$ cat config.mk
export PLATFORM = sky130hd
export DESIGN_NAME = lsu_flat
export DESIGN_NICKNAME = d
export VERILOG_FILES = /design/src/rtl/lsu_pkg.sv /design/src/rtl/lsu_if.sv /design/src/rtl/lsu_align.sv /design/src/rtl/lsu.sv /design/src/flat_wrapper.sv
export SDC_FILE = /design/constraint.sdc
export NUM_CORES = 1
export LEC_CHECK = 0
export ABC_AREA = 1
export CELL_PAD_IN_SITES_DETAIL_PLACEMENT = 1
export CELL_PAD_IN_SITES_GLOBAL_PLACEMENT = 1
export CORE_MARGIN = 2
export CORE_UTILIZATION = 33
export DETAILED_ROUTE_END_ITERATION = 8
export PLACE_DENSITY = 0.86
export SLEW_MARGIN = 20
export SYNTH_ARGS = -nofsm -noshare
export SYNTH_HDL_FRONTEND = slang
export SYNTH_SLANG_ARGS = --single-unit
$ cat constraint.sdc
create_clock -name clk -period 2 [get_ports clk]
set_input_delay 0.4 -clock clk [delete_from_list [all_inputs] [get_ports clk]]
set_output_delay 0.4 -clock clk [all_outputs]
set_load 0.02 [all_outputs]
$ cat src/rtl/lsu_pkg.sv
// Shared types for the load/store unit: access size, FSM state,
// latched request control fields and the alignment check.
package lsu_pkg;

  localparam int unsigned WORD_W = 32;
  localparam int unsigned LANE_W = 2;

  typedef enum logic [1:0] {
    SZ_BYTE = 2'b00,
    SZ_HALF = 2'b01,
    SZ_WORD = 2'b10
  } size_e;

  typedef enum logic [2:0] {
    IDLE,
    RD_REQ,
    RD_DATA,
    WR,
    RESP
  } state_e;

  typedef struct packed {
    logic  we;
    size_e size;
    logic  uns;
  } req_ctl_t;

  // Size 11, odd half, or non-word-aligned word.
  function automatic logic misaligned(input logic [1:0] size, input logic [LANE_W-1:0] lo);
    case (size)
      2'b00:   misaligned = 1'b0;
      2'b01:   misaligned = lo[0];
      2'b10:   misaligned = (lo != 2'b00);
      default: misaligned = 1'b1;
    endcase
  endfunction

endpackage

$ cat src/rtl/lsu_if.sv
// Core request/response and memory-side bus of the LSU.
// master: the core and memory side; slave: the LSU.
interface lsu_if #(
  parameter int unsigned ADDR_WIDTH = 4
) ();
  logic                  req_valid;
  logic                  req_ready;
  logic                  req_we;
  logic [1:0]            req_size;
  logic                  req_unsigned;
  logic [ADDR_WIDTH+1:0] req_addr;
  logic [31:0]           req_wdata;
  logic                  resp_valid;
  logic [31:0]           resp_rdata;
  logic                  resp_err;
  logic                  memRead;
  logic                  memWrite;
  logic [ADDR_WIDTH-1:0] mem_address;
  logic [31:0]           mem_data_in;
  logic [31:0]           mem_data_out;

  modport master (
    output req_valid, req_we, req_size, req_unsigned, req_addr, req_wdata, mem_data_out,
    input  req_ready, resp_valid, resp_rdata, resp_err, memRead, memWrite, mem_address, mem_data_in
  );

  modport slave (
    input  req_valid, req_we, req_size, req_unsigned, req_addr, req_wdata, mem_data_out,
    output req_ready, resp_valid, resp_rdata, resp_err, memRead, memWrite, mem_address, mem_data_in
  );
endinterface

$ cat src/rtl/lsu_align.sv
// Combinational lane logic: extracts and extends a byte/half from a
// memory word for loads, and merges store data into a word for RMW.
//   size, uns, lane : latched access size, zero-extend flag, addr[1:0]
//   rword           : word read from memory
//   wdata           : right-aligned store data
//   load_data       : extended load result
//   merged          : rword with addressed lanes replaced by wdata
module lsu_align
  import lsu_pkg::*;
(
  input  size_e              size,
  input  logic               uns,
  input  logic [LANE_W-1:0]  lane,
  input  logic [WORD_W-1:0]  rword,
  input  logic [WORD_W-1:0]  wdata,
  output logic [WORD_W-1:0]  load_data,
  output logic [WORD_W-1:0]  merged
);
  logic [4:0]        bsh;
  logic [4:0]        hsh;
  logic [7:0]        b;
  logic [15:0]       h;
  logic [WORD_W-1:0] mask;
  logic [WORD_W-1:0] ins;

  always_comb begin
    bsh       = {lane, 3'b000};
    hsh       = {lane[1], 4'b0000};
    b         = 8'(rword >> bsh);
    h         = 16'(rword >> hsh);
    load_data = rword;
    mask      = '1;
    ins       = wdata;
    case (size)
      SZ_BYTE: begin
        load_data = uns ? WORD_W'(b) : {{24{b[7]}}, b};
        mask      = 32'h0000_00FF << bsh;
        ins       = WORD_W'(wdata[7:0]) << bsh;
      end
      SZ_HALF: begin
        load_data = uns ? WORD_W'(h) : {{16{h[15]}}, h};
        mask      = 32'h0000_FFFF << hsh;
        ins       = WORD_W'(wdata[15:0]) << hsh;
      end
      default: ;
    endcase
    merged = (rword & ~mask) | (ins & mask);
  end
endmodule

$ cat src/rtl/lsu.sv
// Load/store unit: accepts one core request at a time, performs the
// memory access (read, write, or read-modify-write for sub-word
// stores) and returns a one-cycle response pulse.
//   clk, rst : clock, synchronous active-high reset
//   bus      : request/response and memory ports (lsu_if.slave)
module lsu
  import lsu_pkg::*;
#(
  parameter int unsigned ADDR_WIDTH = 4,
  parameter int unsigned WORD_WIDTH = 32
) (
  input  logic clk,
  input  logic rst,
  lsu_if.slave bus
);
  localparam int unsigned BA_W = ADDR_WIDTH + 2;
  localparam int unsigned W    = WORD_WIDTH;

  state_e          state_q, state_d;
  req_ctl_t        ctl_q;
  logic [BA_W-1:0] addr_q;
  logic [W-1:0]    wdata_q;
  logic            latch;

  logic            mem_read_q, mem_read_d;
  logic            mem_write_q, mem_write_d;
  logic [W-1:0]    mem_data_in_q, mem_data_in_d;
  logic            resp_valid_q, resp_valid_d;
  logic            resp_err_q, resp_err_d;
  logic [W-1:0]    resp_rdata_q, resp_rdata_d;

  logic [W-1:0]    load_data;
  logic [W-1:0]    merged;

  lsu_align u_align (
    .size      (ctl_q.size),
    .uns       (ctl_q.uns),
    .lane      (addr_q[1:0]),
    .rword     (bus.mem_data_out),
    .wdata     (wdata_q),
    .load_data (load_data),
    .merged    (merged)
  );

  // Next state plus the registered strobe/response values for the next cycle.
  always_comb begin
    state_d       = state_q;
    latch         = 1'b0;
    mem_read_d    = 1'b0;
    mem_write_d   = 1'b0;
    mem_data_in_d = '0;
    resp_valid_d  = 1'b0;
    resp_err_d    = 1'b0;
    resp_rdata_d  = '0;
    case (state_q)
      IDLE: begin
        if (bus.req_valid) begin
          latch = 1'b1;
          if (misaligned(bus.req_size, bus.req_addr[1:0])) begin
            state_d      = RESP;
            resp_valid_d = 1'b1;
            resp_err_d   = 1'b1;
          end else if (!bus.req_we || (bus.req_size != SZ_WORD)) begin
            // Loads and sub-word stores both start with a read.
            state_d    = RD_REQ;
            mem_read_d = 1'b1;
          end else begin
            state_d       = WR;
            mem_write_d   = 1'b1;
            mem_data_in_d = bus.req_wdata;
          end
        end
      end
      RD_REQ:  state_d = RD_DATA;
      RD_DATA: begin
        if (ctl_q.we) begin
          state_d       = WR;
          mem_write_d   = 1'b1;
          mem_data_in_d = merged;
        end else begin
          state_d      = RESP;
          resp_valid_d = 1'b1;
          resp_rdata_d = load_data;
        end
      end
      WR: begin
        state_d      = RESP;
        resp_valid_d = 1'b1;
      end
      RESP:    state_d = IDLE;
      default: state_d = IDLE;
    endcase
  end

  always_ff @(posedge clk) begin
    if (rst) begin
      state_q       <= IDLE;
      ctl_q         <= '0;
      addr_q        <= '0;
      wdata_q       <= '0;
      mem_read_q    <= 1'b0;
      mem_write_q   <= 1'b0;
      mem_data_in_q <= '0;
      resp_valid_q  <= 1'b0;
      resp_err_q    <= 1'b0;
      resp_rdata_q  <= '0;
    end else begin
      state_q       <= state_d;
      mem_read_q    <= mem_read_d;
      mem_write_q   <= mem_write_d;
      mem_data_in_q <= mem_data_in_d;
      resp_valid_q  <= resp_valid_d;
      resp_err_q    <= resp_err_d;
      resp_rdata_q  <= resp_rdata_d;
      if (latch) begin
        ctl_q   <= '{we: bus.req_we, size: size_e'(bus.req_size), uns: bus.req_unsigned};
        addr_q  <= bus.req_addr;
        wdata_q <= bus.req_wdata;
      end
    end
  end

  assign bus.req_ready   = (state_q == IDLE) && !rst;
  assign bus.memRead     = mem_read_q;
  assign bus.memWrite    = mem_write_q;
  assign bus.mem_address = addr_q[BA_W-1:2];
  assign bus.mem_data_in = mem_data_in_q;
  assign bus.resp_valid  = resp_valid_q;
  assign bus.resp_err    = resp_err_q;
  assign bus.resp_rdata  = resp_rdata_q;
endmodule

$ cat src/flat_wrapper.sv
// flat-port wrapper written by rule: the top's interface ports become plain ports
module lsu_flat import lsu_pkg::*;
#(
  parameter int unsigned ADDR_WIDTH = 4,
  parameter int unsigned WORD_WIDTH = 32
)
  (clk, rst, bus_req_valid, bus_req_we, bus_req_size, bus_req_unsigned, bus_req_addr, bus_req_wdata, bus_mem_data_out, bus_req_ready, bus_resp_valid, bus_resp_rdata, bus_resp_err, bus_memRead, bus_memWrite, bus_mem_address, bus_mem_data_in);
  lsu_if #(.ADDR_WIDTH(ADDR_WIDTH)) bus_i ();
  input  logic clk;
  input  logic rst;
  input wire logic [$bits(bus_i.req_valid)-1:0] bus_req_valid;
  input wire logic [$bits(bus_i.req_we)-1:0] bus_req_we;
  input wire logic [$bits(bus_i.req_size)-1:0] bus_req_size;
  input wire logic [$bits(bus_i.req_unsigned)-1:0] bus_req_unsigned;
  input wire logic [$bits(bus_i.req_addr)-1:0] bus_req_addr;
  input wire logic [$bits(bus_i.req_wdata)-1:0] bus_req_wdata;
  input wire logic [$bits(bus_i.mem_data_out)-1:0] bus_mem_data_out;
  output wire logic [$bits(bus_i.req_ready)-1:0] bus_req_ready;
  output wire logic [$bits(bus_i.resp_valid)-1:0] bus_resp_valid;
  output wire logic [$bits(bus_i.resp_rdata)-1:0] bus_resp_rdata;
  output wire logic [$bits(bus_i.resp_err)-1:0] bus_resp_err;
  output wire logic [$bits(bus_i.memRead)-1:0] bus_memRead;
  output wire logic [$bits(bus_i.memWrite)-1:0] bus_memWrite;
  output wire logic [$bits(bus_i.mem_address)-1:0] bus_mem_address;
  output wire logic [$bits(bus_i.mem_data_in)-1:0] bus_mem_data_in;
  assign bus_i.req_valid = bus_req_valid;
  assign bus_i.req_we = bus_req_we;
  assign bus_i.req_size = bus_req_size;
  assign bus_i.req_unsigned = bus_req_unsigned;
  assign bus_i.req_addr = bus_req_addr;
  assign bus_i.req_wdata = bus_req_wdata;
  assign bus_i.mem_data_out = bus_mem_data_out;
  assign bus_req_ready = bus_i.req_ready;
  assign bus_resp_valid = bus_i.resp_valid;
  assign bus_resp_rdata = bus_i.resp_rdata;
  assign bus_resp_err = bus_i.resp_err;
  assign bus_memRead = bus_i.memRead;
  assign bus_memWrite = bus_i.memWrite;
  assign bus_mem_address = bus_i.mem_address;
  assign bus_mem_data_in = bus_i.mem_data_in;
  lsu #(.ADDR_WIDTH(ADDR_WIDTH), .WORD_WIDTH(WORD_WIDTH)) u_core (.clk(clk), .rst(rst), .bus(bus_i));
endmodule
### Word level (Yosys, flattened, before mapping)

Cells that the tools add are included.

| word-level totals | value |
|---|---|
| memories | 0 |
| bits in latches | 0 |
| input bits | 77 |
| bits in registers | 113 |
| word-level logic and storage cells | 74 |
| memory bits (writable) | 0 |
| ROM bits | 0 |
| output and inout port bits | 73 |

| operators by class | value |
|---|---|
| multipliers | 0 |
| equality and inequality tests | 8 |
| bitwise logic cells | 7 |
| div/mod/pow operators | 0 |
| $lt $le $gt $ge | 0 |
| muxes and demuxes | 30 |
| $add $sub $neg | 0 |
| shifts and indexed selects | 6 |
| reduce and logical (&&, ||, !) cells | 11 |

Operators with widths:

| operator | count |
|---|---|
| case mux 32 bit (2 select lines) | 4 |
| 2-to-1 mux 32 bit | 6 |
| AND 32 bit | 2 |
| NOT 32 bit | 1 |
| OR 32 bit | 1 |
| left shift 16 x 5 -> 32 bit | 1 |
| left shift 16 x 5 -> 32 bit (first input constant) | 1 |
| left shift 8 x 5 -> 32 bit | 1 |
| left shift 8 x 5 -> 32 bit (first input constant) | 1 |
| right shift 32 x 5 -> 16 bit | 1 |
| right shift 32 x 5 -> 8 bit | 1 |
| 2-to-1 mux 1 bit | 12 |
| case mux 3 bit (4 select lines) | 1 |
| 2-to-1 mux 3 bit | 3 |
| == test 3 x 2 -> 1 bit (second input constant) | 2 |
| case mux 1 bit (3 select lines) | 2 |
| == test 2 x 1 -> 1 bit (second input constant) | 2 |
| logical NOT 2 bit | 2 |
| != test 2 bit (second input constant) | 2 |
| OR reduction 4 bit | 1 |
| == test 3 x 1 -> 1 bit (second input constant) | 1 |
| logical NOT 3 bit | 1 |
| NOT 1 bit | 3 |
| OR reduction 3 bit | 1 |
| 8 further kinds | 9 |

### Depth between registers and ports, before layout

Gate-level depths: netlist of run 1.

| logic depth | value |
|---|---|
| word-level depth | 7 |
| gate-level depth with buffers | 10 |
| gate-level depth less buffers | 9 |

### Hierarchy

A second synthesis of run 1 with hierarchy kept.

| second synthesis, totals | value |
|---|---|
| cells, all modules | 841 |
| area total of the unflattened synthesis | 5470.2 µm² |

Modules (own cells, without submodules):

| module | instances | area each (µm²) | cells an instance | seq. area each (µm²) |
|---|---|---|---|---|
| lsu | 1 | 4137.7 | 559 | 2262.2 |
| lsu_align | 1 | 1332.5 | 282 | 0.0 |

### Worst setup path after synthesis of run 1

No wires, ideal clock.

| timing path | value |
|---|---|
| path kind | reg2reg |
| start | register u_core.state_q[1] |
| end | register u_core.addr_q[0] |
| data required time | 1.943 ns |
| clock period less this slack | 1.485 ns |
| library setup time | 0.057 ns |
| buffers on the path | 0 |
| arrival time | 1.428 ns |
| cell stages (with the launch flop) | 8 |
| slack | 0.515 ns |
| path through | dfxtp_1 nor3_2 inv_1 nor2_1 nand2_1 o21ai_0 o21ai_0 inv_1 |

| between the ends | value |
|---|---|
| longest elaborated chain between the ends | 2 |

Ends and longest elaborated chain:

| what | line | RTL |
|---|---|---|
| start, declared | lsu.sv:19 | `state_e state_q, state_d;` |
| start signal, assigned | lsu.sv:108 | `state_q <= state_d;` |
| logical NOT 3 bit | lsu.sv:55 | `case (state_q)` |
| 2-to-1 mux 1 bit | lsu.sv:55 |  |
| end signal, assigned | lsu.sv:117 | `addr_q <= bus.req_addr;` |
| end, declared | lsu.sv:21 | `logic [BA_W-1:0] addr_q;` |

Every way passes these cells.
A chain may end at the register's enable or synchronous reset.

### Worst setup path after layout of run 1

| timing path | value |
|---|---|
| start | register u_core.ctl_q[2] in the netlist's numbering |
| end | register u_core.resp_rdata_q[29] (netlist: u_core.bus.resp_rdata[29]) |

| between the ends | value |
|---|---|
| longest elaborated chain between the ends | 2 |
| elaborated cells on any way between the ends | 3 |
| classes of those cells | eq/ne: 1; mux: 1; reduce/logical: 1 |

Ends and longest elaborated chain:

| what | line | RTL |
|---|---|---|
| start, declared | lsu.sv:20 | `req_ctl_t ctl_q;` |
| start signal, assigned | lsu.sv:116 | `ctl_q <= '{we: bus.req_we, size: size_e'(bus.req_size), uns: bus.req_unsigned};` |
| == test 2 x 1 -> 1 bit or logical NOT 2 bit (tied branches) | lsu_align.sv:34 | `case (size)` |
| case mux 32 bit (2 select lines) (*) | lsu_align.sv:34 |  |
| end signal, assigned | lsu.sv:114 | `resp_rdata_q <= resp_rdata_d;` |
| end, declared | lsu.sv:30 | `logic [W-1:0] resp_rdata_q, resp_rdata_d;` |

Mark *: on every way between the ends. The rest lies on a longest branch, timed or not.

==> flow_metrics.tcl, run 1 <==
set metrics [dict create \
    run_status "finished clean" \
    min_period_over_period_pct 92.08 \
    gp_congestion 0.9209 \
    worst_slack_ns 0.1583 \
    yosys.area.top_type "dfxtp_1" \
    firstDrtPassIters 6 \
    die_x_um 133.8 \
    fp.dieArea_mm2 0.01790 \
    yosysSeqAreaShare_pct 40.68 \
    cap_viol_max_count 0 \
    timing.rr.end "u_core.bus.resp_rdata[29]" \
    crit_type "reg2reg" \
    core_area_mm2 0.01652 \
    grt_pass1_wl_um 32220 \
    synthFlopType "dfxtp_1" \
    cts_root_buf "clkbuf_16" \
    top_layer "met4" \
    drtAntennaViolNets 0 \
    max-slew-margin-rel_pct 50.87 \
    holdPathEnd "u_core.bus.resp_err" \
    max_freq_mhz 543.0 \
    cp_num_buf_inv 2 \
    grt_start_max_net_pins 70 \
    grt_usage_pct 23.31 \
    worst_pin_slew_ns 0.7369 \
    rrSetupSlack_ns 0.16 \
    critPathRequiredTime_ns 2.32 \
    hp-start "rst" \
    area_growth_pct 40.98 \
    rr_startpoint "u_core.ctl_q[2]" \
    peakVddDrop_mv 0.6296 \
    cpPeakStageDelay_ns 0.55 \
    vias 6036 \
    min_period_ns 1.842 \
    worstPathMaxFanout 16 \
    ys_seq_elements 113 \
    hpwl_um 14620 \
    port_buffers 149 \
    synth_fp_nets 931 \
    clk_pin_slew_worst_paths_ns 0.06 \
    ys_async_sr_fraction_pct 0 \
    holdCritPathClass "in2reg" \
    min_path_cells 4 \
    routed_wl_um 20520 \
    final_cells 1223 \
    setup_viol 0 \
    cts_hold_buf 0 \
    fin_nets 1067 \
    antenna_found_initial 0 \
    via_per_inst 4.935 \
    slew_viol_final 0 \
    wl_met1_um 9557 \
    drive_above_1_share_pct 7.378 \
    fin_skew_ns 0.01019 \
    place_inst 1191 \
    synthCells 854 \
    grt_pass1_vias 5917 \
    end_kind "flip-flop" \
    syn_area_per_cell_um2 6.511 \
    std_cell_rows 47 \
    clk_path_buf_depth 2 \
    routedWlPerCell_um 16.77 \
    insertedDiodeCount 0 \
    ys_top_cells_by_area "dfxtp_1 (41%), nand2_1 (19%), nand3_1 (8.0%)" \
    yosysWarnings 0 \
    yosys.area.top_type_share_pct 40.68 \
    drc_errors 0 \
    clock_latency_ns 0.43 \
    io_pins 150 \
    slowest_stage "dfxtp_1" \
    cp-start-kind "flip-flop" \
    grt_remaining_overflow 0 \
    crit_chain "inv_2, nand3_2, nor2_1, o21ai_4, nand3_1, nand2_1, inv_1" \
    rr_worst_depth 7 \
    start_util_pct 33.65 \
    ctsHtreeMaxLevel 4 \
    wl_met2_um 9340 \
    cellLeakagePower_nw 3.527 \
    dp_worst_setup_slack_ns 0.1124 \
    drt_iter0_drc 417 \
    power_density_mw_per_mm2 883.7 \
    cts_tree "built" \
    synth-edff-count 0 \
    synthDistinctLibCells 28 \
    cts_setup_buffers 0 \
    synth_area_mm2 0.005560 \
    crit_arrival_ns 2.16 \
    wl_met3_um 1130 \
    clock-sinks 113 \
    rsz0062_at_grt "no" \
    tns_ns 0 \
    finalHoldViolCount 0 \
    fillerInstances 2113 \
    die_h_um 133.8 \
    cp_top_family "simple AND/OR/NAND/NOR gates" \
    numCtsBuffers 17 \
    p_total_mw 6.927 \
]
cells by family (layout without fill, tap and decap cells):
kind of cell	count (synthesis)	in the layout	synth area share, %
compound gates	129	129	13.12
buf+inv	153	302	11.77
flops	113	113	40.68
simple gates	459	459	34.43
cell type report:
class | count | area [um2] | area share (%)
inverters | 99 | 371.6 | 4.741
repair buffers | 171 | 1697 | 21.64
well taps | 220 | 275.3 | 3.512
clock buffers | 18 | 429.2 | 5.475
flip-flops and latches | 113 | 2263 | 28.87
multi-input cells | 588 | 2644 | 33.73
clock inverters | 14 | 158.9 | 2.027
layout by cell type, fill, tap and decap left out, types with 2 or more instances in the layout:
cell and count:
bufinv_16 2, nand3_1 89, inv_6 2, inv_1 94
clkbuf_16 17, buf_4 18, o211ai_1 16, nand4_1 7
nand3_2 4, nor2_4 2, a31oi_1 2, o21ai_0 28
nand2_1 283, inv_2 5, a21oi_1 71, clkinv_4 7
clkinvlp_4 2, clkdlybuf4s50_1 147, nor2_1 68, a211oi_1 8
dfxtp_1 112, nand2_2 2, buf_12 4
worst max path at each step:
stage | startpoint | end | slack, ns | cells after the start
final | u_core.ctl_q[2] | u_core.bus.resp_rdata[29] | 0.16 | 7
after CTS | u_core.state_q[1] | bus_req_ready | 0.06 | 4
after floorplan | u_core.state_q[1] | u_core.addr_q[0] | 0.52 | 7
after detailed placement | bus_req_addr[0] | u_core.bus.mem_data_in[4] | 0.11 | 6
after global placement | bus_req_addr[0] | u_core.bus.mem_data_in[3] | 0.17 | 6
after global routing | u_core.ctl_q[2] | u_core.bus.resp_rdata[29] | 0.04 | 7
stage by stage:
stage / util, % / hold slack, ns / instance area (um2)
after floorplan: - / 0.4454 / 5560
after global placement: 43.90 / 0.4535 / 7254
after detailed placement: 43.90 / 0.4561 / 7254
after CTS: 47.45 / 0.4348 / 7841
after global routing: 47.44 / 0.4807 / 7839
final: 47.44 / 0.4466 / 7839
flip-flops by register name, indices dropped and copies added, names as in the netlist:
name,flops
u_core.wdata_q,32
u_core.bus.resp_rdata,32
u_core.ctl_q,4
u_core.bus.memRead,1
u_core.state_q,3
u_core.bus.resp_valid,1
u_core.bus.memWrite,1
u_core.addr_q,6
u_core.bus.mem_data_in,32
u_core.bus.resp_err,1
cell usage after synthesis, types with 2 or more instances:
cell type,count
buf_2,19
a211oi_1,8
buf_4,9
nor2_4,2
nand4_1,7
buf_6,3
nor2_1,68
nand3_1,89
a21oi_1,71
inv_1,94
nand3_2,4
inv_2,5
clkbuf_1,22
nand2_1,283
a31oi_1,2
o211ai_1,16
o21ai_0,28
dfxtp_1,113
nand2_2,2
worst min-delay path: stages:
cell and delay [ns]:
buf_2 0.11, nor2_1 0.06, nand2_1 0.19, nor2_1 0.07
layer usage:
metal	vias to the layer above	track usage, %
met5	-	0
met4	0	8.924
met3	36	5.064
met2	176	36.52
met1	2848	31.45
li1	2976	-
power by group:
part	internal [mW]	switching [mW]
Combinational	0.538	0.899
Sequential	2.36	0.111
Clock	1.85	1.17
Total	4.75	2.18
what timing repair did:
item / in CTS / in global routing
endpoints found under the hold margin: 0 / 0
pin swaps: 0 / 0
resized for setup: 1 / 3
endpoints found under the setup margin: 1 / 11
No activity file was read; power rests on OpenSTA's default activity.
==> inputs of run 2 (changes only) <==
Settings changed: CORE_MARGIN 2 to 4, CTS_CLUSTER_SIZE set to 10.
==> run 2 against run 1 <==
  * Non-clock buffer count increased by 4
  * Count of clock-buffer cells in the layout increased by 5
  * Register-to-register slack improved by 0.03 ns
  * First-iteration DRC count increased by 6.2%
  * Hold slack improved by 0.0092 ns
  * Global-route usage decreased by 0.65 points
  * Clock power about the same
  * Clock skew decreased by 0.0014 ns
  * Combinational power about the same
  * Wire length increased by 2.8%
  * Utilization increased by 0.18 points
  * Critical endpoint is now bus_req_ready
  * Largest cell class unchanged
==> flow_metrics.tcl, run 2 (synthesized netlist as in run 1, its figures left out) <==
set metrics [dict create \
    run_status "finished clean" \
    rsz0062_at_grt "no" \
    area_growth_pct 41.52 \
    fillerInstances 2095 \
    max-slew-margin-rel_pct 52.00 \
    fin_nets 1071 \
    cts_root_buf "clkbuf_16" \
    worstSetupStartpoint "u_core.state_q[1]" \
    port_buffers 149 \
    routedWlPerCell_um 17.19 \
    max_freq_mhz 526.8 \
    vias 6068 \
    grt_use_met3_pct 5.734 \
    numCtsBuffers 17 \
    cellLeakagePower_nw 3.545 \
    clk_pin_slew_worst_paths_ns 0.05 \
    antenna_found_initial 0 \
    finalHoldViolCount 0 \
    peakVddDrop_mv 0.5751 \
    drt_iter0_drc 443 \
    fp.dieArea_mm2 0.01899 \
    drtAntennaViolNets 0 \
    critPathRequiredTime_ns 1.60 \
    drc_errors 0 \
    cp-start-kind "flip-flop" \
    gr-usage-met2_pct 36.58 \
    firstDrtPassIters 5 \
    grt.busiest_layer "met2" \
    start_util_pct 33.65 \
    grt_use_met1_pct 29.62 \
    final_cell_mix "nand2_1 (283), clkdlybuf4s50_1 (147), dfxtp_1 (113), inv_1 (94), nand3_1 (89)" \
    grt_remaining_overflow 0 \
    std_cell_rows 47 \
    io_pins 150 \
    cap_viol_max_count 0 \
    grt_usage_pct 22.66 \
    crit_arrival_ns 1.50 \
    ctsHtreeMaxLevel 4 \
    clock_latency_ns 0.41 \
    min_period_ns 1.898 \
    insertedDiodeCount 0 \
    clock-sinks 113 \
    cts_tree "built" \
    rr_startpoint "u_core.addr_q[0]" \
    cts_hold_buf 0 \
    final_common_cell "nand2_1" \
    setup_viol 0 \
    grt_start_max_net_pins 70 \
    tns_ns 0 \
    worstPathMaxFanout 3 \
    grt_pass1_vias 6013 \
    die_h_um 137.8 \
    drive_above_1_share_pct 7.349 \
    holdCritPathClass "in2reg" \
    end_kind "output pin" \
    fin_skew_ns 0.008813 \
    via_per_inst 4.945 \
    crit_type "reg2out" \
    die_x_um 137.8 \
    hold-worst-slack_ns 0.4558 \
    core_area_mm2 0.01652 \
    hp-start "rst" \
    grt_pass1_wl_um 32790 \
    cts_setup_buffers 0 \
    hpwl_um 15260 \
    slew_viol_final 0 \
    routed_wl_um 21090 \
    min_period_over_period_pct 94.92 \
    worst_pin_slew_ns 0.7200 \
    power_density_mw_per_mm2 877.7 \
    gp_congestion 0.9084 \
    clk_path_buf_depth 2 \
]
## run 2: per-layer routing
layer  wire length [um]  part of all wire (%)
met1               9225                    44
met2               9960                    47
met3               1477                   7.0
met4                425                   2.0
met5                  0                     0
## run 2: stage by stage
stage	setup slack [ns]	utilization (%)	cells	total power [mW]	cell area (um2)
final	0.1016	47.62	1227	6.906	7869
after global routing	0.008079	47.62	1227	7.253	7869
after CTS	0.05376	47.61	1227	6.954	7868
after detailed placement	0.1091	44.08	1195	3.949	7284
after global placement	0.1878	44.08	1195	3.909	7284
after floorplan	0.5150	-	854	3.403	5560
## run 2: critical path, cell delays in order, from the launching register on
cell and delay (ns):
dfxtp_1 0.33, nor3_2 0.21, inv_1 0.10, nor2_1 0.13, clkdlybuf4s15_1 0.32
## run 2: final timing paths
check / cells past startpoint / slack, ns / end
worst min-delay path: 4 / 0.46 / u_core.bus.resp_err
worst min register to register: 2 / 0.46 / u_core.wdata_q[29]
worst max register to register: 10 / 0.19 / u_core.bus.resp_rdata[22]
worst max-delay path: 4 / 0.10 / bus_req_ready
## run 2: area by class of cell
cell class / instances / area, um2 / area share, %
Inverter: 99 / 371.6 / 4.723
Multi-Input combinational cell: 588 / 2644 / 33.60
Clock inverter: 9 / 106.4 / 1.352
Timing Repair Buffer: 175 / 1732 / 22.01
Sequential cell: 113 / 2262 / 28.75
Clock buffer: 23 / 478.0 / 6.074
Tap cell: 220 / 275.3 / 3.498
## run 2: where the power goes
part	internal, mW	total, mW	switching (mW)
clock	1.92	2.99	1.06
combinational	0.550	1.45	0.899
sequential	2.36	2.47	0.108
## run 2: what timing repair did
| action | in CTS | in global routing |
|---|---|---|
| gates resized for setup | 1 | 1 |
| cloned | 0 | 0 |
| setup endpoints to repair | 1 | 1 |
==> RTL change, RTL diff (settings of run 1) <==
Encoding of `state_e`: now one-hot (5 bits for 5 states).
--- a/src/rtl/lsu_pkg.sv
+++ b/src/rtl/lsu_pkg.sv
@@ -11,12 +11,12 @@
     SZ_WORD = 2'b10
   } size_e;
 
-  typedef enum logic [2:0] {
-    IDLE,
-    RD_REQ,
-    RD_DATA,
-    WR,
-    RESP
+  typedef enum logic [4:0] {
+    IDLE    = 5'b00001,
+    RD_REQ  = 5'b00010,
+    RD_DATA = 5'b00100,
+    WR      = 5'b01000,
+    RESP    = 5'b10000
   } state_e;
 
   typedef struct packed {
Formal check against the unedited RTL: same outputs for any inputs over 10 cycles, from zero or initial values and one cycle with rst high; not proved beyond that.
==> RTL change against run 1 <==
  * Global-route usage down 0.67 points
  * Via count up 2.0%
  * Synthesized cell count down 1.3%
  * Critical endpoint is now bus_req_ready
  * Cell area up 2.1%
  * Area after synthesis up 0.88%
  * Hold slack better by 0.017 ns
  * Sequential cell count up 2
  * Routed wire length down 2.6%
  * Non-clock buffer count up 10
  * Largest power group unchanged
  * Power up 2.6%
  * Worst setup slack better by 0.028 ns
  * Highest routed layer unchanged
  * Die area up 0.85%
  * Register-to-register slack better by 0.04 ns
  * Critical path depth down 1
==> RTL change: results (changes against run 1) <==
worst vdd ir: 0.6320 mV (was 0.6296 mV)
Clock Pin Slew Worst Setup and Hold Paths: 0.06 ns (about the same)
Worst slew margin: 72.40% (was 50.87%)
DP Cell Count: 1,187 (was 1,191)
final-layout fill cell count: 2,116 (was 2,113)
number of port buffers: 149 (unchanged)
Initial DRC Count: 349 (was 417)
Max clock buf depth: 2 (unchanged)
Seq pwr share: 34.8% (was 35.7%)
Vias: 6,155 (was 6,036)
P_int: 5.044 mW (was 4.746 mW)
CP max FO: 3 (was 16)
status: complete, no violations (unchanged)
wirelength, routed: 19,970 um (was 20,520 um)
Leak: 3.482 nW (was 3.527 nW)
Netlist cell types: 29 (was 28)
detailed placement HPWL: 14,810 um (was 14,620 um)
initial antenna violation count: 0 (unchanged)
register area share after synthesis: 41.04% (was 40.68%)
largest net degree at the start of global routing: 37 (was 70)
gp weighted congestion: 0.9459 (was 0.9209)
Skew-Pair Late Insertion Delay: 0.43 ns (about the same)
# nets final: 1,067 (unchanged)
xor/xnor share of the synthesized area: 0% (unchanged)
adder-cell share of the synthesized area: 0% (unchanged)
worst min path class: reg -> reg (was in -> reg)
Post-synth EDFFs: 0 (unchanged)
DRT Pass-1 Iters: 5 (was 6)
Top FF cell, synth: dfxtp_1 (unchanged)
first-pass GRT wire length: 31,940 um (was 32,220 um)
complex-gate fraction of the synthesized area: 11.58% (was 13.12%)
cts bufs inserted: 17 (unchanged)
Synth Instances: 843 (was 854)
Syn. warnings: 0 (unchanged)
largest cells by area after synthesis: dfxtp_1 41%, nand2_1 18%, nand3_1 9.2% (was dfxtp_1 41%, nand2_1 19%, nand3_1 8.0%)
H-tree Lvls: 4 (unchanged)
multiplexer area fraction after synthesis: 0% (unchanged)
P_clk: 3.27 mW (was 3.02 mW)
routed vias/inst: 5.033 (was 4.935)
Async SR Flop Fraction: 0% (unchanged)
synth cell count leaders: 273 x nand2_1, 115 x dfxtp_1, 103 x nand3_1 (was 283 x nand2_1, 113 x dfxtp_1, 94 x inv_1)
Max stage delay on crit path: 0.33 ns (was 0.55 ns)
Final Skew: 0.01148 ns (was 0.01019 ns)
Clock Tree Root: clkbuf_16 (unchanged)
ANT cells: 0 (unchanged)
internal reg-to-reg setup slack: 0.20 ns (was 0.16 ns)
family with the most delay on the worst path: buffers and inverters (was simple AND/OR/NAND/NOR gates)
CP max stage cell: dfxtp_1 (unchanged)
Syn Nets: 920 (was 931)
gr usage total: 22.65% (was 23.31%)
share of layout cells above drive strength 1: 8.973% (was 7.378%)
==> RTL change: through the flow <==
stage	area, sq um	hold slack [ns]	worst slack [ns]	power (mW)
2_1_floorplan	5609	0.4401	0.6042	3.343
3_3_place_gp	7342	0.4488	-0.1692	3.805
3_5_place_dp	7342	0.4526	-0.1659	3.843
4_1_cts	7978	0.4611	0.01269	7.121
5_1_grt	8004	0.4891	0.03664	7.416
6_report	8004	0.4638	0.1867	7.109
==> RTL change: layout make-up <==
type | instances | area (sq um) | share of cell area, %
clock inverter | 13 | 182.7 | 2.282
clock buffer | 19 | 452.9 | 5.659
tap | 220 | 275.3 | 3.439
multi-input combinational | 599 | 2715 | 33.92
inverter | 76 | 285.3 | 3.564
timing repair buffer | 181 | 1789 | 22.35
sequential | 115 | 2303 | 28.78
==> RTL change: routing by layer <==
metal	track usage (%)	wire, um	vias to the layer above
met5	0	0	-
met4	7.661	419	0
met3	5.253	1079	35
met2	38.12	9561	164
met1	28.51	8913	2964
li1	-	-	2992
==> RTL change: repair_timing <==
item | CTS | global route
endpoints found under the setup margin | 1 | 3
setup buffers | 0 | 4
pin swaps | 0 | 1
resized for setup | 2 | 2
hold buffers | 0 | 0
==> RTL change: path summary, 6_finish.rpt <==
path                           start                    endpoint  cells past startpoint
setup / recovery   u_core.state_q[3]               bus_req_ready                      6
hold / removal    u_core.wdata_q[16]          u_core.wdata_q[16]                      2
setup reg to reg   u_core.state_q[0]  u_core.bus.mem_data_in[30]                      8
hold reg to reg   u_core.wdata_q[16]          u_core.wdata_q[16]                      2
==> RTL change: cells by family (layout without fill, tap and decap cells) <==
kind of cell / Yosys count / in the layout
DFF: 115 / 115
buffers and inverters: 129 / 289
AOI/OAI and AO/OA: 116 / 116
and+or+nand+nor: 483 / 483
